### src/rtl/arbiter_2m_1s.sv
// Two-master / one-slave Wishbone arbiter with round-robin grant held for the whole cyc envelope
// and a bus watchdog that terminates unanswered strobes with err.
module arbiter_2m_1s #(
  parameter int ADDR_WIDTH = 32,
  parameter int DATA_WIDTH = 32,
  parameter int TIMEOUT    = 255,
  parameter int TO_WIDTH   = 8
) (
  input  logic                  clk_i,
  input  logic                  rst_n_i,
  input  logic [ADDR_WIDTH-1:0] m0_addr_i,
  input  logic [DATA_WIDTH-1:0] m0_data_i,
  output logic [DATA_WIDTH-1:0] m0_data_o,
  input  logic                  m0_cyc_i,
  input  logic                  m0_stb_i,
  input  logic                  m0_we_i,
  input  logic [3:0]            m0_sel_i,
  output logic                  m0_ack_o,
  output logic                  m0_err_o,
  output logic                  m0_rty_o,
  input  logic [ADDR_WIDTH-1:0] m1_addr_i,
  input  logic [DATA_WIDTH-1:0] m1_data_i,
  output logic [DATA_WIDTH-1:0] m1_data_o,
  input  logic                  m1_cyc_i,
  input  logic                  m1_stb_i,
  input  logic                  m1_we_i,
  input  logic [3:0]            m1_sel_i,
  output logic                  m1_ack_o,
  output logic                  m1_err_o,
  output logic                  m1_rty_o,
  output logic [ADDR_WIDTH-1:0] s_addr_o,
  output logic [DATA_WIDTH-1:0] s_data_o,
  input  logic [DATA_WIDTH-1:0] s_data_i,
  output logic                  s_cyc_o,
  output logic                  s_stb_o,
  output logic                  s_we_o,
  output logic [3:0]            s_sel_o,
  input  logic                  s_ack_i,
  input  logic                  s_err_i,
  input  logic                  s_rty_i
);

  typedef enum logic [1:0] {
    IDLE   = 2'd0,
    GRANT0 = 2'd1,
    GRANT1 = 2'd2
  } state_e;

  localparam logic                WD_EN  = (TIMEOUT != 0);
  localparam logic [TO_WIDTH-1:0] WD_LIM = TO_WIDTH'(TIMEOUT);
  localparam logic [TO_WIDTH-1:0] WD_ONE = TO_WIDTH'(1);

  state_e              state_q, state_d;
  logic                last_q, last_d;
  logic [TO_WIDTH-1:0] wd_q, wd_d;
  logic                own_stb_s;
  logic                term_s;
  logic                timeout_s;

  assign term_s    = s_ack_i | s_err_i | s_rty_i;
  assign timeout_s = WD_EN && (state_q != IDLE) && (wd_q == WD_LIM);

  // Next grant, last-owner tracking and watchdog count
  always_comb begin
    state_d   = state_q;
    last_d    = last_q;
    own_stb_s = 1'b0;
    case (state_q)
      IDLE: begin
        if (m0_cyc_i && m1_cyc_i) begin
          state_d = last_q ? GRANT0 : GRANT1;
        end else if (m0_cyc_i) begin
          state_d = GRANT0;
        end else if (m1_cyc_i) begin
          state_d = GRANT1;
        end else begin
          state_d = IDLE;
        end
      end
      GRANT0: begin
        own_stb_s = m0_stb_i;
        if (!m0_cyc_i) begin
          state_d = m1_cyc_i ? GRANT1 : IDLE;
        end else begin
          state_d = GRANT0;
        end
      end
      GRANT1: begin
        own_stb_s = m1_stb_i;
        if (!m1_cyc_i) begin
          state_d = m0_cyc_i ? GRANT0 : IDLE;
        end else begin
          state_d = GRANT1;
        end
      end
      default: state_d = IDLE;
    endcase

    if ((state_d == GRANT0) && (state_q != GRANT0)) begin
      last_d = 1'b0;
    end else if ((state_d == GRANT1) && (state_q != GRANT1)) begin
      last_d = 1'b1;
    end else begin
      last_d = last_q;
    end

    // The count only survives an unchanged grant with an unanswered strobe
    if (!WD_EN || (state_q == IDLE) || (state_d != state_q) || timeout_s) begin
      wd_d = '0;
    end else if (own_stb_s && !term_s) begin
      wd_d = wd_q + WD_ONE;
    end else begin
      wd_d = '0;
    end
  end

  // Arbiter state registers
  always_ff @(posedge clk_i or negedge rst_n_i) begin
    if (!rst_n_i) begin
      state_q <= IDLE;
      last_q  <= 1'b1;
      wd_q    <= '0;
    end else begin
      state_q <= state_d;
      last_q  <= last_d;
      wd_q    <= wd_d;
    end
  end

  // Bus steering from the current owner; a watchdog hit masks the slave and forces err
  always_comb begin
    s_addr_o  = '0;
    s_data_o  = '0;
    s_sel_o   = 4'h0;
    s_we_o    = 1'b0;
    s_cyc_o   = 1'b0;
    s_stb_o   = 1'b0;
    m0_data_o = '0;
    m0_ack_o  = 1'b0;
    m0_err_o  = 1'b0;
    m0_rty_o  = 1'b0;
    m1_data_o = '0;
    m1_ack_o  = 1'b0;
    m1_err_o  = 1'b0;
    m1_rty_o  = 1'b0;
    case (state_q)
      GRANT0: begin
        s_addr_o  = m0_addr_i;
        s_data_o  = m0_data_i;
        s_sel_o   = m0_sel_i;
        s_we_o    = m0_we_i;
        s_cyc_o   = m0_cyc_i;
        s_stb_o   = m0_stb_i & ~timeout_s;
        m0_data_o = s_data_i;
        m0_ack_o  = s_ack_i & ~timeout_s;
        m0_err_o  = s_err_i | timeout_s;
        m0_rty_o  = s_rty_i & ~timeout_s;
      end
      GRANT1: begin
        s_addr_o  = m1_addr_i;
        s_data_o  = m1_data_i;
        s_sel_o   = m1_sel_i;
        s_we_o    = m1_we_i;
        s_cyc_o   = m1_cyc_i;
        s_stb_o   = m1_stb_i & ~timeout_s;
        m1_data_o = s_data_i;
        m1_ack_o  = s_ack_i & ~timeout_s;
        m1_err_o  = s_err_i | timeout_s;
        m1_rty_o  = s_rty_i & ~timeout_s;
      end
      default: begin
        s_cyc_o = 1'b0;
      end
    endcase
  end

endmodule

### config.mk
export PLATFORM = sky130hd
export DESIGN_NAME = arbiter_2m_1s
export DESIGN_NICKNAME = d
export VERILOG_FILES = /design/src/rtl/arbiter_2m_1s.sv
export SDC_FILE = /design/constraint.sdc
export NUM_CORES = 1
export LEC_CHECK = 0
export CELL_PAD_IN_SITES_DETAIL_PLACEMENT = 1
export CELL_PAD_IN_SITES_GLOBAL_PLACEMENT = 2
export CORE_MARGIN = 2
export CORE_UTILIZATION = 10
export DETAILED_ROUTE_END_ITERATION = 10
export GPL_TIMING_DRIVEN = 0
export MAX_ROUTING_LAYER = met4
export PLACE_DENSITY_LB_ADDON = 0.1
export SKIP_CTS_REPAIR_TIMING = 1
export SYNTH_ARGS = -nofsm -noshare
export SYNTH_HDL_FRONTEND = slang
export SYNTH_SLANG_ARGS = --single-unit
### constraint.sdc
create_clock -name clk_i -period 3.75 [get_ports clk_i]
set_clock_uncertainty 0.2 [all_clocks]
set_input_delay 0.5625 -clock clk_i [delete_from_list [all_inputs] [get_ports clk_i]]
set_output_delay 0.5625 -clock clk_i [all_outputs]
set_load 0.03 [all_outputs]
==> results by group <==
Placed design
  • Hpwl dp: 14900 microns
  • Dpl cells: 922
  • IO buf count: 318
  • Routability Congestion: roughly 0.75
  • Pre-CTS setup slack: -0.361 ns

Clock tree
  • CTS max path bufs: 2
  • Clock buffer count from CTS: 3
  • Root Buffer: clkbuf_16
  • Clk pin slew, worst setup/hold paths: ~0.04 ns
  • Num Clock Sinks: 11
  • Worst skew pair latency: 0.24 ns
  • CTS tree: yes
  • H-tree depth: 1

Logic synthesis
  • Seq/Total Area, Yosys: 0.120
  • Yosys reg bits: 11
  • Asr flop ratio synth: 1.00
  • Post-synthesis cell count: 319
  • EDFF count, synth: 0
  • Distinct cell type count after synthesis: 39
  • Avg Cell Area, Syn: 7.22 sq um
  • Synth Net Count: 503
  • Most used DFF post-synth: dfrtp_1
  • Ys Warns: 0
  • Mapped Area: about 2300 sq um

Drt
  • Vias after detailed routing: 3713
  • Vias per inst: 4.01
  • TritonRoute pass-1 iters: 4
  • Routed Antenna Nets: 0
  • DRC violations left: 0
  • Wire length per cell: 19.0 microns
  • 1st-iter DRT viols: 101
  • WL final: 17600 microns

Final layout
  • Commonest non-fill, non-tap cells in the layout: clkdlybuf4s50_1, a22oi_1, nor2b_1
  • Final Non-Filler Cells: 927
  • NumNets Final: 826
  • Most common cell after layout, fill and taps aside: clkdlybuf4s50_1
  • Post-layout util: 0.267
  • Ratio of cells with drive above 1 in the final layout: 0.0640
  • Area grow syn2layout: 162%

Floorplan
  • Number of placed I/O pins: 320
  • Initial Util: 0.102
  • Die H: 156 microns
  • Die Footprint: 24300 sq um
  • Die outline width: 156 microns
  • Core area: 22600 sq um
  • Row count: 55

Global routing
  • Vias in the first global route: 3863
  • Busiest layer in global routing: met2
  • Met2 global-route usage: 0.275
  • Gr ovfl total: 0
  • GRT Util Overall: 0.136
  • Met1 Use GR: 0.140
  • Largest net degree at the start of global routing: 12
  • First-pass GRT wire length: 24800 microns
  • GR met3 Demand/Resource: 0.0244
  • Initial antenna violation count: 0

Timing
  • Worst hold slack: 0.264 ns
  • Setup ws final: 0.203 ns
  • Worst rel slew slack: 0.270
  • Final min period: between 3 and 4 ns
  • Max Freq: 0.282 GHz
  • Final worst-path cycle share: 0.946
  • Max-slew violation count: 0
  • Setup TNS: 0 ns
  • Final hold vios: 0
  • Finish-stage setup viols: 0
  • Unrepaired setup endpoints after global routing: no
  • Worst-Margin Slew: roughly 1.1 ns

Setup path
  • Crit path buffers/inverters: 6
  • Reg2Reg Launch Point: state_q[0]
  • Critical path, cell by cell: clkbuf_2, inv_1, ha_1, clkbuf_4, clkbuf_4, clkbuf_2, and2_1, clkdlybuf4s50_1
  • Startpoint Class: register
  • RR Endpoint: wd_q[3]
  • Critical Path Max Stage Delay: 0.68 ns
  • Worst r2r path cells: 8
  • Worst path slowest cell: clkdlybuf4s50_1
  • R2R setup slack: 0.54 ns
  • Critical path's top delay family: buffers and inverters
  • Crit-path max FO: 10
  • Critical path arrival: 2.78 ns
  • Required @ worst endpoint: 2.99 ns
  • Crit. End Element: primary output
  • Critical Setup Path Class: register to primary output

Power and ir drop
  • Worst VDD drop: between 100 and 150 uV
  • Sw power: ~0.0022 W
  • Clock network power share: 0.049
  • Static leakage power: 2.60 nW
  • Internal: 0.00181 W
  • Sequential Power Share: 0.041
  • Combinational power share: 0.910
  • Net Sw Frac: 0.545
  • PD cells: 659 nW/um^2

Hold path
  • Hold depth: 1
  • Hold Crit Endpoint: wd_q[0]
  • Hold Crit Class: register to register
  • Hold_sp: wd_q[0]

Status
  • Status: finished clean

Job
  • # Max-Cap Violations: 0
## routing by layer
| layer | share of wire | vias to the layer above |
|---|---|---|
| met5 | 0 | - |
| met4 | 0.0095 | 0 |
| met3 | 0.054 | 8 |
| met2 | 0.57 | 133 |
| met1 | 0.36 | 1782 |
| li1 | - | 1790 |
## power by group through the flow
stage / clock (W) / combinational [W] / sequential [W]
2_1_floorplan: 0 / 0.00209 / 0.000156
4_1_cts: 0.000199 / 0.00367 / 0.000163
3_5_place_dp: 0 / 0.00365 / 0.000165
5_1_grt: 0.000210 / 0.00388 / 0.000166
3_3_place_gp: 0 / 0.00364 / 0.000165
6_report: 0.000196 / 0.00363 / 0.000163
## state kept, by name, summed over array words and instances (netlist names)
signal,cells
state_q,2
last_q,1
wd_q,8
## area by class of cell
cell class                 instances  area [sq um]
fill                            2651         16600
timing repair buffer             318          3260
multi-input combinational        269          1880
tap                              285           357
sequential                        11           277
buffer                            34           174
clock buffer                       4          78.8
inverter                           5          18.8
antenna                            1          2.50
## per-stage QoR
stage          cell area [sq um]  total power [W]
2_1_floorplan               2300          0.00225
3_3_place_gp                5840          0.00380
3_5_place_dp                5840          0.00382
4_1_cts                     5920          0.00403
5_1_grt                     6040          0.00426
6_report                    6040          0.00399
## cells by family (layout without fill, tap and decap cells)
kind of cell / after synthesis / in the layout / share of synthesized area
and+or+nand+nor: 161 / 161 / 0.435
AOI/OAI and AO/OA: 95 / 95 / 0.321
buffers and inverters: 39 / 361 / 0.0646
DFF: 11 / 11 / 0.120
xor gates and xnor gates: 6 / 6 / 0.0228
adders and majority gates: 5 / 5 / 0.0271
muxes: 2 / 2 / 0.00923
other: 0 / 1 / 0
## Yosys cell counts (2+ instances only)
cell,number,area share
buf_1,6,0.0098
nor2b_1,71,0.19
o21a_1,2,0.0065
buf_2,2,0.0043
dfrtp_1,10,0.11
clkbuf_1,26,0.042
a22oi_1,71,0.23
a2111oi_1,8,0.035
a211oi_1,2,0.0065
ha_1,5,0.027
nor2_1,5,0.0081
xnor2_1,3,0.011
and2_1,64,0.17
nand3_1,4,0.0087
inv_1,5,0.0081
xor2_1,3,0.011
and3_1,8,0.022
a21oi_1,2,0.0043
a2111oi_0,2,0.0076
## how the worst max path moves through the flow
stage | depth (start not counted) | startpoint | to
final | 8 | state_q[0] | m1_data_o[15]
after global routing | 8 | state_q[0] | m1_data_o[7]
after global placement | 8 | state_q[0] | m1_data_o[15]
after floorplan | 7 | state_q[0] | s_stb_o
after CTS | 8 | state_q[0] | m1_data_o[22]
after detailed placement | 8 | state_q[0] | m1_data_o[22]
(Power assumes the default switching activity.)
